[src/rtl/display_source_arbiter_if.sv]
// Source/display bundle for display_source_arbiter: three time sources and
// level requests in, one-hot grant and the selected display word out.
interface display_source_arbiter_if;
  logic [38:0] src0_number;
  logic [7:0]  src0_points;
  logic [38:0] src1_number;
  logic [7:0]  src1_points;
  logic [38:0] src2_number;
  logic [7:0]  src2_points;
  logic [2:0]  req;
  logic [2:0]  gnt;
  logic [1:0]  active_src;
  logic [38:0] disp_number;
  logic [7:0]  disp_points;
  logic        disp_blank;

  modport master (
    output src0_number, src0_points, src1_number, src1_points,
           src2_number, src2_points, req,
    input  gnt, active_src, disp_number, disp_points, disp_blank
  );

  modport slave (
    input  src0_number, src0_points, src1_number, src1_points,
           src2_number, src2_points, req,
    output gnt, active_src, disp_number, disp_points, disp_blank
  );
endinterface

[src/rtl/display_source_arbiter.sv]
// Arbitrates the 8-digit display between stopwatch, lap recall and alarm, with
// minimum hold and blank gap. Optional src2 flashing under `define DISP_FLASH_EN.
module display_source_arbiter #(
  parameter int CLK_PER_MS = 100000,
  parameter int HOLD_MS    = 2000,
  parameter int BLANK_MS   = 50,
  parameter int FLASH_MS   = 250
) (
  input  logic                     clock,
  input  logic                     reset_n,
  display_source_arbiter_if.slave  bus
);

  localparam int PW = (CLK_PER_MS > 1) ? $clog2(CLK_PER_MS) : 1;

  typedef enum logic {OWN, GAP} state_t;

  state_t       state;
  logic [PW-1:0] prescaler;
  logic          ms_tick;
  logic [1:0]    owner, target, cand, show_idx, grant_idx;
  logic [15:0]   hold_cnt, gap_cnt;
  logic          hold_done, owner_req, do_switch;
  logic          grant_now, going_gap, blank_now, own_blank;
  logic [38:0]   sel_number;
  logic [7:0]    sel_points;

  assign ms_tick   = (prescaler == PW'(CLK_PER_MS - 1));
  assign hold_done = (hold_cnt == 16'(HOLD_MS));

  // NOTE: every always_comb output gets a default first so no latch is inferred.
  always_comb begin
    cand = 2'd0;
    if (bus.req[2])      cand = 2'd2;
    else if (bus.req[1]) cand = 2'd1;

    owner_req = 1'b0;
    case (owner)
      2'd1:    owner_req = bus.req[1];
      2'd2:    owner_req = bus.req[2];
      default: owner_req = 1'b1;
    endcase

    do_switch = (cand != owner) && ((cand > owner) || (!owner_req && hold_done));

    grant_now = 1'b0;
    grant_idx = owner;
    going_gap = 1'b0;
    if (state == OWN) begin
      if (do_switch) begin
        if (BLANK_MS == 0) begin
          grant_now = 1'b1;
          grant_idx = cand;
        end else begin
          going_gap = 1'b1;
        end
      end
    end else if (ms_tick && gap_cnt == 16'(BLANK_MS - 1)) begin
      grant_now = 1'b1;
      grant_idx = target;
    end

    blank_now = going_gap || (state == GAP && !grant_now);
    show_idx  = grant_now ? grant_idx : owner;

    sel_number = bus.src0_number;
    sel_points = bus.src0_points;
    case (show_idx)
      2'd1: begin sel_number = bus.src1_number; sel_points = bus.src1_points; end
      2'd2: begin sel_number = bus.src2_number; sel_points = bus.src2_points; end
      default: ;
    endcase
  end

`ifdef DISP_FLASH_EN
  logic [15:0] flash_cnt;
  logic        flash_phase, flash_wrap;

  // Phase restarts on every grant, so a fresh src2 grant always opens lit.
  assign flash_wrap = (state == OWN) && (owner == 2'd2) && ms_tick &&
                      (flash_cnt == 16'(FLASH_MS - 1));
  assign own_blank  = !grant_now && (owner == 2'd2) && (flash_phase ^ flash_wrap);

  always_ff @(posedge clock or negedge reset_n) begin
    if (!reset_n) begin
      flash_cnt   <= '0;
      flash_phase <= 1'b0;
    end else if (grant_now) begin
      flash_cnt   <= '0;
      flash_phase <= 1'b0;
    end else if (state == OWN && owner == 2'd2 && ms_tick) begin
      flash_cnt   <= flash_wrap ? 16'd0 : flash_cnt + 16'd1;
      flash_phase <= flash_phase ^ flash_wrap;
    end
  end
`else
  assign own_blank = 1'b0;
`endif

  // NOTE: sequential state uses non-blocking assignments so every register
  // samples the pre-edge values, independent of statement order.
  always_ff @(posedge clock or negedge reset_n) begin
    if (!reset_n) begin
      state           <= OWN;
      prescaler       <= '0;
      owner           <= 2'd0;
      target          <= 2'd0;
      hold_cnt        <= '0;
      gap_cnt         <= '0;
      bus.gnt         <= 3'b001;
      bus.active_src  <= 2'd0;
      bus.disp_number <= '0;
      bus.disp_points <= '0;
      bus.disp_blank  <= 1'b0;
    end else begin
      prescaler <= ms_tick ? '0 : prescaler + PW'(1);

      case (state)
        OWN: begin
          if (do_switch) begin
            target         <= cand;
            bus.active_src <= cand;
            if (BLANK_MS == 0) begin
              owner    <= cand;
              hold_cnt <= '0;
            end else begin
              state   <= GAP;
              gap_cnt <= '0;
            end
          end else if (ms_tick && !hold_done) begin
            hold_cnt <= hold_cnt + 16'd1;
          end
        end
        GAP: begin
          // Target stays latched for the whole gap; requests are re-read in OWN.
          if (grant_now) begin
            state    <= OWN;
            owner    <= target;
            hold_cnt <= '0;
          end else if (ms_tick) begin
            gap_cnt <= gap_cnt + 16'd1;
          end
        end
        default: state <= OWN;
      endcase

      if (blank_now) begin
        bus.gnt         <= 3'b000;
        bus.disp_number <= '0;
        bus.disp_points <= '0;
        bus.disp_blank  <= 1'b1;
      end else begin
        bus.gnt         <= 3'b001 << show_idx;
        bus.disp_number <= sel_number;
        bus.disp_points <= sel_points;
        bus.disp_blank  <= own_blank;
      end
    end
  end

endmodule

[src/flat_wrapper.sv]
// flat-port wrapper written by rule: the top's interface ports become plain ports
module display_source_arbiter_flat 
#(
  parameter int CLK_PER_MS = 100000,
  parameter int HOLD_MS    = 2000,
  parameter int BLANK_MS   = 50,
  parameter int FLASH_MS   = 250
)
  (clock, reset_n, bus_src0_number, bus_src0_points, bus_src1_number, bus_src1_points, bus_src2_number, bus_src2_points, bus_req, bus_gnt, bus_active_src, bus_disp_number, bus_disp_points, bus_disp_blank);
  display_source_arbiter_if bus_i ();
  input  logic clock;
  input  logic reset_n;
  input wire logic [$bits(bus_i.src0_number)-1:0] bus_src0_number;
  input wire logic [$bits(bus_i.src0_points)-1:0] bus_src0_points;
  input wire logic [$bits(bus_i.src1_number)-1:0] bus_src1_number;
  input wire logic [$bits(bus_i.src1_points)-1:0] bus_src1_points;
  input wire logic [$bits(bus_i.src2_number)-1:0] bus_src2_number;
  input wire logic [$bits(bus_i.src2_points)-1:0] bus_src2_points;
  input wire logic [$bits(bus_i.req)-1:0] bus_req;
  output wire logic [$bits(bus_i.gnt)-1:0] bus_gnt;
  output wire logic [$bits(bus_i.active_src)-1:0] bus_active_src;
  output wire logic [$bits(bus_i.disp_number)-1:0] bus_disp_number;
  output wire logic [$bits(bus_i.disp_points)-1:0] bus_disp_points;
  output wire logic [$bits(bus_i.disp_blank)-1:0] bus_disp_blank;
  assign bus_i.src0_number = bus_src0_number;
  assign bus_i.src0_points = bus_src0_points;
  assign bus_i.src1_number = bus_src1_number;
  assign bus_i.src1_points = bus_src1_points;
  assign bus_i.src2_number = bus_src2_number;
  assign bus_i.src2_points = bus_src2_points;
  assign bus_i.req = bus_req;
  assign bus_gnt = bus_i.gnt;
  assign bus_active_src = bus_i.active_src;
  assign bus_disp_number = bus_i.disp_number;
  assign bus_disp_points = bus_i.disp_points;
  assign bus_disp_blank = bus_i.disp_blank;
  display_source_arbiter #(.CLK_PER_MS(CLK_PER_MS), .HOLD_MS(HOLD_MS), .BLANK_MS(BLANK_MS), .FLASH_MS(FLASH_MS)) u_core (.clock(clock), .reset_n(reset_n), .bus(bus_i));
endmodule
[config.mk]
export PLATFORM = sky130hd
export DESIGN_NAME = display_source_arbiter_flat
export DESIGN_NICKNAME = d
export VERILOG_FILES = /design/src/rtl/display_source_arbiter_if.sv /design/src/rtl/display_source_arbiter.sv /design/src/flat_wrapper.sv
export SDC_FILE = /design/constraint.sdc
export NUM_CORES = 1
export LEC_CHECK = 0
export BUFFER_PORTS_ARGS = -buffer_cell sky130_fd_sc_hd__buf_4
export CAP_MARGIN = 25
export CORE_ASPECT_RATIO = 0.75
export CORE_MARGIN = 2
export CORE_UTILIZATION = 45
export DETAILED_ROUTE_END_ITERATION = 16
export GPL_TIMING_DRIVEN = 0
export PLACE_DENSITY = 0.76
export SLEW_MARGIN = 20
export SYNTH_ARGS = -nofsm -noshare
export SYNTH_HDL_FRONTEND = slang
export SYNTH_SLANG_ARGS = --single-unit
[constraint.sdc]
create_clock -name clock -period 5.68 [get_ports clock]
set_input_delay 0.568 -clock clock [delete_from_list [all_inputs] [get_ports clock]]
set_output_delay 0.568 -clock clock [all_outputs]
set_load 0.1 [all_outputs]
==> flow_summary.yaml <==
global_route:
  grt_pass1_wl_um: 28400
  grt_util_all_layers_pct: 27.0
  grt_pass1_vias: 5742
  grt_max_degree: 105
  antenna_found_initial: 0
  overflow: 0
routing:
  drc_errors: 0
  drt_iter0_drc: 452
  wl_per_cell_um: 18.2
  firstDrtPassIters: 5
  routed_wl_um: 18300
  drt.antenna.violating_nets: 0
  vias: 5767
  viasPerCell: 5.74
timing:
  slew_headroom_pct: 36.6
  min_period_over_period_pct: 81.3
  drv_slew: 0
  worst_slew_pin_slew_ps: 943
  rsz0062_at_grt: "no"
  hold_ws_ps: 151
  setup_viol: 0
  hold_viol_final: 0
  finalSetupTns_ps: 0
  min_period_ps: 4620
  fin_skew_ps: 6.54
  fmax_ghz: 0.216
critical_path:
  cp_max_fo: 10
  startpoint_type: "flop"
  cp_cell_sequence: "buf_2, or4b_1, nor4_2, and3_1, buf_2, mux2_2, inv_1, ha_1, clkbuf_1, clkbuf_1, a22oi_1, nor2_1, a21oi_1, nor2_1"
  arrival_ps: 4870
  rr_endpoint: "u_core.bus.disp_number[32]$_DFF_PN0_"
  reg2regPathDepth: 14
  worst_ep_required_time_ps: 5930
  rrSetupSlack_ps: 1060
  path_class: "flop to flop"
  cp-end-kind: "flop"
  slowest_stage: "nor4_2"
  path_buf_inv: 5
  cp_top_family: "simple AND/OR/NAND/NOR gates"
  r2r_start: "u_core.bus.disp_blank$_DFF_PN0_"
  slowest_delay_ps: 850
yosys:
  syn_avg_cell_area_um2: 9.01
  ys_seq_elements: 104
  syn_nets: 782
  syn_area_mm2: 0.00562
  synth-edff-count: 0
  synthArstFlopShare_pct: 100
  seq_area_frac_synth_pct: 46.3
  synth_cell_types: 61
  synth_ff_type: "dfrtp_1"
  syn-instance-count: 624
  ys_warn_count: 0
final_layout:
  area_growth_pct: 36.0
  final_cell_mix: "197 x buf_4, 112 x nor2_1, 103 x dfrtp_1, 48 x a21oi_1, 47 x a22oi_1"
  diodes: 0
  final_common_cell: "buf_4"
  final_area_mm2: 0.00765
  post_route_cells_drive_above_1_share_pct: 28.2
  num-nets-final: 991
die:
  core_area_mm2: 0.0122
  die_h_um: 101
  start_util_pct: 46.0
  die_area_mm2: 0.0134
  fp.dieW_um: 133
  io_pins: 199
  rows: 35
clock_network:
  cts_hold_repair.buffers: 0
  cts_setup_buffers: 0
  insertion_delay_ps: 350
  clockBufferDepth: 2
  path_clk_slew_ps: 70
  cts_buffers: 9
  ctsHtreeMaxLevel: 3
  cts_resized: 0
  cts_sinks: 104
  clock_tree.root_cell: "clkbuf_16"
  cts_tree: "built"
pwr:
  p_leak_nw: 3.46
  ir_drop_uv: 146
  power.density_mw_per_mm2: 213
outcome:
  status: "completed"
place:
  dpl.hpwl_um: 14000
  io_buffers: 197
  place_area_mm2: 0.00731
  gp_congestion: 0.955
worst_hold_path:
  hold_class: "input pin to asynchronous set/reset pin"
run:
  maxCapViolations: 0
==> state kept, by name (all words and copies together), names as in the netlist <==
signal / cells
u_core.bus.gnt: 3
u_core.target: 2
u_core.owner: 2
u_core.gap_cnt: 16
u_core.bus.disp_number: 39
u_core.prescaler: 17
u_core.bus.disp_blank: 1
u_core.bus.disp_points: 8
u_core.hold_cnt: 16
==> stage by stage <==
step	utilization (%)	setup slack (ps)	std cells	power, mW
after global placement	59.8	1240	987	0.988
after detailed placement	59.8	1200	987	0.997
after CTS	62.4	1150	1003	1.63
final	62.6	1060	1004	1.63
after global routing	62.6	784	1004	1.69
after floorplan	-	1420	624	0.876
==> where the power goes <==
group	leakage [nW]	internal, mW	total (mW)	switching, mW
clock	0.149	0.367	0.640	0.273
combinational	1.99	0.100	0.187	0.0866
sequential	1.32	0.764	0.801	0.0370
total	3.46	1.23	1.63	0.397
==> routing by layer <==
metal,up-vias,global-route usage (%),part of all wire (%)
met2,251,44.4,49
met3,31,8.50,8.8
met1,2795,34.0,40
li1,2690,-,-
met4,0,9.76,2.1
met5,-,0,0
==> final cells by class <==
class / instances / area, um^2
well taps: 166 / 208
fillers: 1042 / 4570
repair buffers: 198 / 1510
plain buffers: 42 / 170
flip-flops and latches: 104 / 2600
clock buffers: 12 / 256
clock inverters: 4 / 51.3
inverters: 33 / 124
multi-input cells: 445 / 2720
==> cell families after synthesis <==
logic type | Yosys count | synth area share [%]
muxes | 8 | 1.49
DFF | 104 | 46.3
AOI/OAI and AO/OA | 175 | 21.5
adders and majority gates | 12 | 2.67
xor gates and xnor gates | 14 | 2.18
and+or+nand+nor | 236 | 20.6
buffers and inverters | 75 | 5.23
==> synth_stat cells (all sizes together) (4+ instances only) <==
cell | count | area [um^2]
nor2 | 112 | 420
dfrtp | 103 | 2580
a21oi | 49 | 249
a22oi | 47 | 353
inv | 32 | 120
clkbuf | 30 | 113
nand2 | 23 | 86.3
nand3 | 23 | 115
o211ai | 22 | 165
a31oi | 14 | 87.6
nor3 | 14 | 70.1
buf | 12 | 57.6
ha | 12 | 150
and3 | 11 | 68.8
nor4 | 11 | 81.3
o21ai | 11 | 55.1
xnor2 | 9 | 78.8
nand4 | 8 | 50.1
and2 | 7 | 43.8
or3 | 6 | 37.5
mux2i | 5 | 50.1
o31ai | 5 | 37.5
or4 | 5 | 45.0
xor2 | 5 | 43.8
o2111ai | 4 | 35.0
==> worst max-delay path by stage <==
stage	slack [ps]	cells past startpoint	endpoint	startpoint
finish	1060	14	u_core.bus.disp_number[32]$_DFF_PN0_	u_core.bus.disp_blank$_DFF_PN0_
global route	780	13	u_core.bus.disp_points[4]$_DFF_PN0_	u_core.bus.disp_blank$_DFF_PN0_
CTS	1150	14	u_core.bus.disp_number[32]$_DFF_PN0_	u_core.bus.disp_blank$_DFF_PN0_
detailed placement	1200	14	u_core.bus.disp_number[32]$_DFF_PN0_	u_core.bus.disp_blank$_DFF_PN0_
global placement	1240	14	u_core.bus.disp_number[32]$_DFF_PN0_	u_core.bus.disp_blank$_DFF_PN0_
floorplan	1420	12	u_core.bus.disp_number[32]$_DFF_PN0_	u_core.bus.disp_blank$_DFF_PN0_
(Power assumes the default switching activity.)
